File: config.mk
export PLATFORM = sky130hd
export DESIGN_NAME = seg_scan_ctrl
export DESIGN_NICKNAME = d
export VERILOG_FILES = /design/src/rtl/seg_scan_ctrl.sv
export SDC_FILE = /design/constraint.sdc
export NUM_CORES = 1
export LEC_CHECK = 0
export CORE_AREA = 2 2 88 81
export CTS_BUF_LIST = sky130_fd_sc_hd__clkbuf_4 sky130_fd_sc_hd__clkbuf_8 sky130_fd_sc_hd__clkbuf_16
export DETAILED_ROUTE_END_ITERATION = 12
export DIE_AREA = 0 0 90 83
export DONT_BUFFER_PORTS = 1
export GPL_ROUTABILITY_DRIVEN = 0
export PLACE_DENSITY = 0.65
export SYNTH_ARGS = -nofsm -noshare
export SYNTH_HDL_FRONTEND = slang
export SYNTH_SLANG_ARGS = --single-unit
File: constraint.sdc
create_clock -name clk -period 2.64 [get_ports clk]
set_clock_uncertainty 0.05 [all_clocks]
set_input_delay 0.396 -clock clk [delete_from_list [all_inputs] [get_ports clk]]
set_output_delay 0.396 -clock clk [all_outputs]
set_load 0.05 [all_outputs]
File: src/rtl/seg_scan_ctrl.sv
`default_nettype none
// +----------------------------------------------------------------------------+
// | Module      : seg_scan_ctrl                                                |
// | Description : 4-digit multiplexed 7-segment scanner with frame-committed   |
// |               double-buffered display data and leading-zero blanking.      |
// | Revision    : 1.0 - initial release                                        |
// +----------------------------------------------------------------------------+
module seg_scan_ctrl #(
  parameter int DIV      = 4,
  parameter bit BLANK_LZ = 1'b1
) (
  input  logic        clk,
  input  logic        rst_n,
  input  logic        load,
  input  logic [15:0] value,
  input  logic [3:0]  dp_in,
  output logic [1:0]  digit_sel,
  output logic [6:0]  seg,
  output logic        dp,
  output logic        frame_done
);

  localparam logic [15:0] c_CNT_MAX = 16'(DIV - 1);
  localparam logic [1:0]  c_LAST    = 2'd3;

  logic [15:0] r_cnt;
  logic [1:0]  r_sel;
  logic        r_frame_done;
  logic [15:0] r_pend_val;
  logic [3:0]  r_pend_dp;
  logic        r_pend_v;
  logic [15:0] r_disp_val;
  logic [3:0]  r_disp_dp;

  logic        w_tick;
  logic        w_wrap;
  logic [3:0]  w_nib;
  logic [6:0]  w_hex_seg;
  logic        w_lz_blank;

  assign w_tick = (r_cnt == c_CNT_MAX);
  assign w_wrap = w_tick && (r_sel == c_LAST);

  always_ff @(posedge clk or negedge rst_n) begin
    if (!rst_n) begin
      r_cnt        <= '0;
      r_sel        <= '0;
      r_frame_done <= 1'b0;
    end else begin
      r_frame_done <= w_wrap;
      if (w_tick) begin
        r_cnt <= '0;
        r_sel <= r_sel + 2'd1;
      end else begin
        r_cnt <= r_cnt + 16'd1;
      end
    end
  end

  // A load coinciding with the wrap bypasses the pending buffer so it is
  // shown in the very next frame and leaves nothing pending behind it.
  always_ff @(posedge clk or negedge rst_n) begin
    if (!rst_n) begin
      r_pend_val <= '0;
      r_pend_dp  <= '0;
      r_pend_v   <= 1'b0;
      r_disp_val <= '0;
      r_disp_dp  <= '0;
    end else if (w_wrap) begin
      if (load) begin
        r_disp_val <= value;
        r_disp_dp  <= dp_in;
      end else if (r_pend_v) begin
        r_disp_val <= r_pend_val;
        r_disp_dp  <= r_pend_dp;
      end
      r_pend_v <= 1'b0;
    end else if (load) begin
      r_pend_val <= value;
      r_pend_dp  <= dp_in;
      r_pend_v   <= 1'b1;
    end
  end

  always_comb begin
    w_nib      = r_disp_val[3:0];
    w_lz_blank = 1'b0;
    case (r_sel)
      2'd1: begin
        w_nib      = r_disp_val[7:4];
        w_lz_blank = (r_disp_val[15:4] == 12'h000);
      end
      2'd2: begin
        w_nib      = r_disp_val[11:8];
        w_lz_blank = (r_disp_val[15:8] == 8'h00);
      end
      2'd3: begin
        w_nib      = r_disp_val[15:12];
        w_lz_blank = (r_disp_val[15:12] == 4'h0);
      end
      default: begin
        w_nib      = r_disp_val[3:0];
        w_lz_blank = 1'b0;
      end
    endcase
  end

  always_comb begin
    w_hex_seg = 7'h00;
    case (w_nib)
      4'h0: w_hex_seg = 7'h3F;
      4'h1: w_hex_seg = 7'h06;
      4'h2: w_hex_seg = 7'h5B;
      4'h3: w_hex_seg = 7'h4F;
      4'h4: w_hex_seg = 7'h66;
      4'h5: w_hex_seg = 7'h6D;
      4'h6: w_hex_seg = 7'h7D;
      4'h7: w_hex_seg = 7'h07;
      4'h8: w_hex_seg = 7'h7F;
      4'h9: w_hex_seg = 7'h6F;
      4'hA: w_hex_seg = 7'h77;
      4'hB: w_hex_seg = 7'h7C;
      4'hC: w_hex_seg = 7'h39;
      4'hD: w_hex_seg = 7'h5E;
      4'hE: w_hex_seg = 7'h79;
      4'hF: w_hex_seg = 7'h71;
      default: w_hex_seg = 7'h00;
    endcase
  end

  assign seg        = (BLANK_LZ && w_lz_blank) ? 7'h00 : w_hex_seg;
  assign dp         = r_disp_dp[r_sel];
  assign digit_sel  = r_sel;
  assign frame_done = r_frame_done;

endmodule
`default_nettype wire
==> qor.yml <==
outcome:
  outcome: "finished with violations"
  violations: "negative setup slack"
cts:
  cts_max_level: 3
  root_buffer: "clkbuf_8"
  clkTransAtPathRegs_ps: 70
  cts_buffers: 9
  clock_sinks: 60
  cts_max_path_buffers: 2
  cts_tree: "done"
  clock_latency_ps: 340
drt:
  drt-initial-drc-count: 74
  wire_per_inst_um: 16.4
  wl_mm: 6.41
  first_pass_iters: 6
  vias: 2128
  via_per_inst: 5.43
  ant_nets: 0
  remaining_drc_errors: 0
die:
  dieArea_um2: 7470
  die_h_um: 83
  die_w_um: 90
  coreArea_um2: 6520
  ios: 34
  start_util: 0.489
  rows: 28
sta:
  fin_ws_ps: -403
  worst_pin_slew_ps: 436
  rsz0062_at_grt: "true"
  min_period_over_period: 1.15
  setup_violations: 7
  timing.fmax_mhz: 329
  maxSlewViolCount: 0
  hold_violations: 0
  fin_tns_setup_ps: -2560
  fin_crit_ps: 3040
  whs_ps: 148
  slew_headroom: 0.709
synthesis:
  syn_inst: 251
  synth_area_leaders: "dfrtp_1 (47%), mux2_2 (14%), mux2_4 (9.0%)"
  avgSynthCellArea_um2: 12.7
  yosys_register_bits: 60
  synth_flop_cell: "dfrtp_1"
  synth_area_um2: 3180
  synth.most_common_cell: "dfrtp_1"
  synth_common_cells: "dfrtp_1 (60), mux2_2 (41), mux2_4 (19)"
  synth_cell_type_count: 42
  yosysTopAreaCell: "dfrtp_1"
  synth-edff-count: 0
  synth_top_area_frac: 0.472
  ys_warn_count: 0
  seq_area_frac_synth: 0.472
  syn-num-nets: 285
  ys_async_sr_fraction: 1.00
power_and_ir_drop:
  p_per_area_nw_per_um2: 570
  peakVddDrop_uv: 275
  p_leak_nw: 1.81
critical_path:
  cp_common_cell: "buf_4"
  path_cells: "inv_4, ha_4, buf_4, a222oi_1, buf_4, a21o_2, nor2_1, a221oi_4, buf_12"
  startpoint_type: "flip-flop"
  critPathSlowestCell: "dfrtp_2"
  cp_max_fo: 5
  worst-setup-path-type: "reg2out"
  cp.required_ps: 2190
  max_stage_delay_ps: 440
  critPathArrivalTime_ps: 2600
  cp-end-kind: "output port"
final_layout:
  drive_gt1_frac: 0.526
  syn2layout_area_growth_pct: 30.1
  fin_nets: 331
  num_antenna_cells: 0
  fill_cells: 521
placed_design:
  place.detailed.hpwl_mm: 4.31
  numPortBuffers: 0
global_route:
  grt_pass1_wl_mm: 10.7
  first_global_vias: 2145
  grt.overflow.total: 0
  grt_max_degree: 61
  antenna_found_initial: 0
  grtUsageTotal: 0.180
worst_hold_path:
  hold_class: "in2reg"
run:
  maxCapViolCount: 0
==> placed cells by master, fill, tap and decap left out, types with 3 or more instances in the layout <==
master / instances
mux2i_1: 3
ha_2: 3
dfrtp_1: 58
nor2b_1: 3
clkinv_2: 3
nor3_1: 5
nor2_1: 10
clkbuf_8: 10
mux2_2: 40
mux2_4: 20
o211ai_1: 3
a221oi_4: 3
nand4_1: 5
xnor2_1: 11
a222oi_1: 3
nand2_1: 5
nand3_1: 5
buf_12: 9
xor2_1: 4
inv_1: 8
ha_4: 5
buf_4: 31
ha_1: 3
==> cell type report <==
class | instances | area, um2 | area share
multi-input combinational | 171 | 1820 | 0.439
sequential | 60 | 1500 | 0.363
timing repair buffer | 42 | 450 | 0.109
clock buffer | 12 | 153 | 0.0368
tap | 90 | 113 | 0.0272
inverter | 13 | 55.1 | 0.0133
clock inverter | 4 | 48.8 | 0.0118
==> logic make-up (layout without fill, tap and decap cells) <==
group,count (synthesis),in the layout,share of synthesized area
AO/OA/AOI/OAI,31,31,0.0747
flip-flops,60,60,0.472
AND/OR/NAND/NOR,50,50,0.0892
buffers and inverters,20,71,0.0291
adder cells (fa/ha/maj),11,11,0.0432
XOR/XNOR,15,15,0.0413
multiplexers,64,64,0.251
==> metrics by stage <==
step                setup slack (ps)  std cells   util  power, mW  area [um2]
floorplan                       -304        251      -       1.35        3340
global placement                16.1        369  0.580       1.50        3780
detailed placement             -57.2        369  0.580       1.50        3780
CTS                             -395        387  0.622       2.39        4050
global route                    -525        392  0.636       2.48        4140
finish                          -403        392  0.636       2.36        4140
==> registers in the layout (all words and copies together) (netlist names) <==
name and flops:
r_pend_dp 4, r_cnt 16, digit_sel 2, frame_done 1, r_pend_val 16, r_disp_dp 4
r_disp_val 16, r_pend_v 1
==> where the power goes <==
group          switching, mW  internal, mW  total [mW]
combinational          0.234         0.271       0.506
clock                  0.356         0.481       0.837
sequential            0.0389         0.982        1.02
==> layer usage <==
metal  vias to the layer above  routed length [um]  GRT usage
met4                         0                 104     0.0503
met5                         -                   0          0
met2                        54                2930      0.266
li1                       1007                   -          -
met1                      1058                2980      0.249
met3                         9                 399     0.0699
==> worst paths after layout <==
path	start	to	slack (ps)	cells past startpoint
worst max-delay path	digit_sel[0]$_DFFE_PN0N_	seg[1]	-400	9
worst min-delay path	value[11]	r_pend_val[11]$_DFFE_PN0P_	150	1
worst max register to register	r_cnt[0]$_DFF_PN0_	r_disp_val[2]$_DFFE_PN0P_	230	5
worst min register to register	r_pend_v$_DFFE_PN0P_	r_pend_v$_DFFE_PN0P_	430	2
max in group asynchronous	rst_n	digit_sel[0]$_DFFE_PN0N_	1750	2
min in group asynchronous	rst_n	r_pend_dp[1]$_DFFE_PN0P_	520	2
==> worst max-delay path: cells and delay by family (launching register included) <==
kind	cells	cell delay, ps
buffers and inverters	4	590
adders and majority gates	1	160
AOI/OAI and AO/OA	3	950
and+or+nand+nor	1	100
DFF	1	440
==> repair_timing <==
item                                    4_1_cts  5_1_grt
endpoints found under the setup margin        7        7
setup buffers                                 0        5
hold buffers                                  2        0
resized for setup                            11       10
pin swaps                                     2        5
endpoints found under the hold margin        60        0
gates cloned                                  0        0
Note: power is estimated with default switching activity, not from simulation.
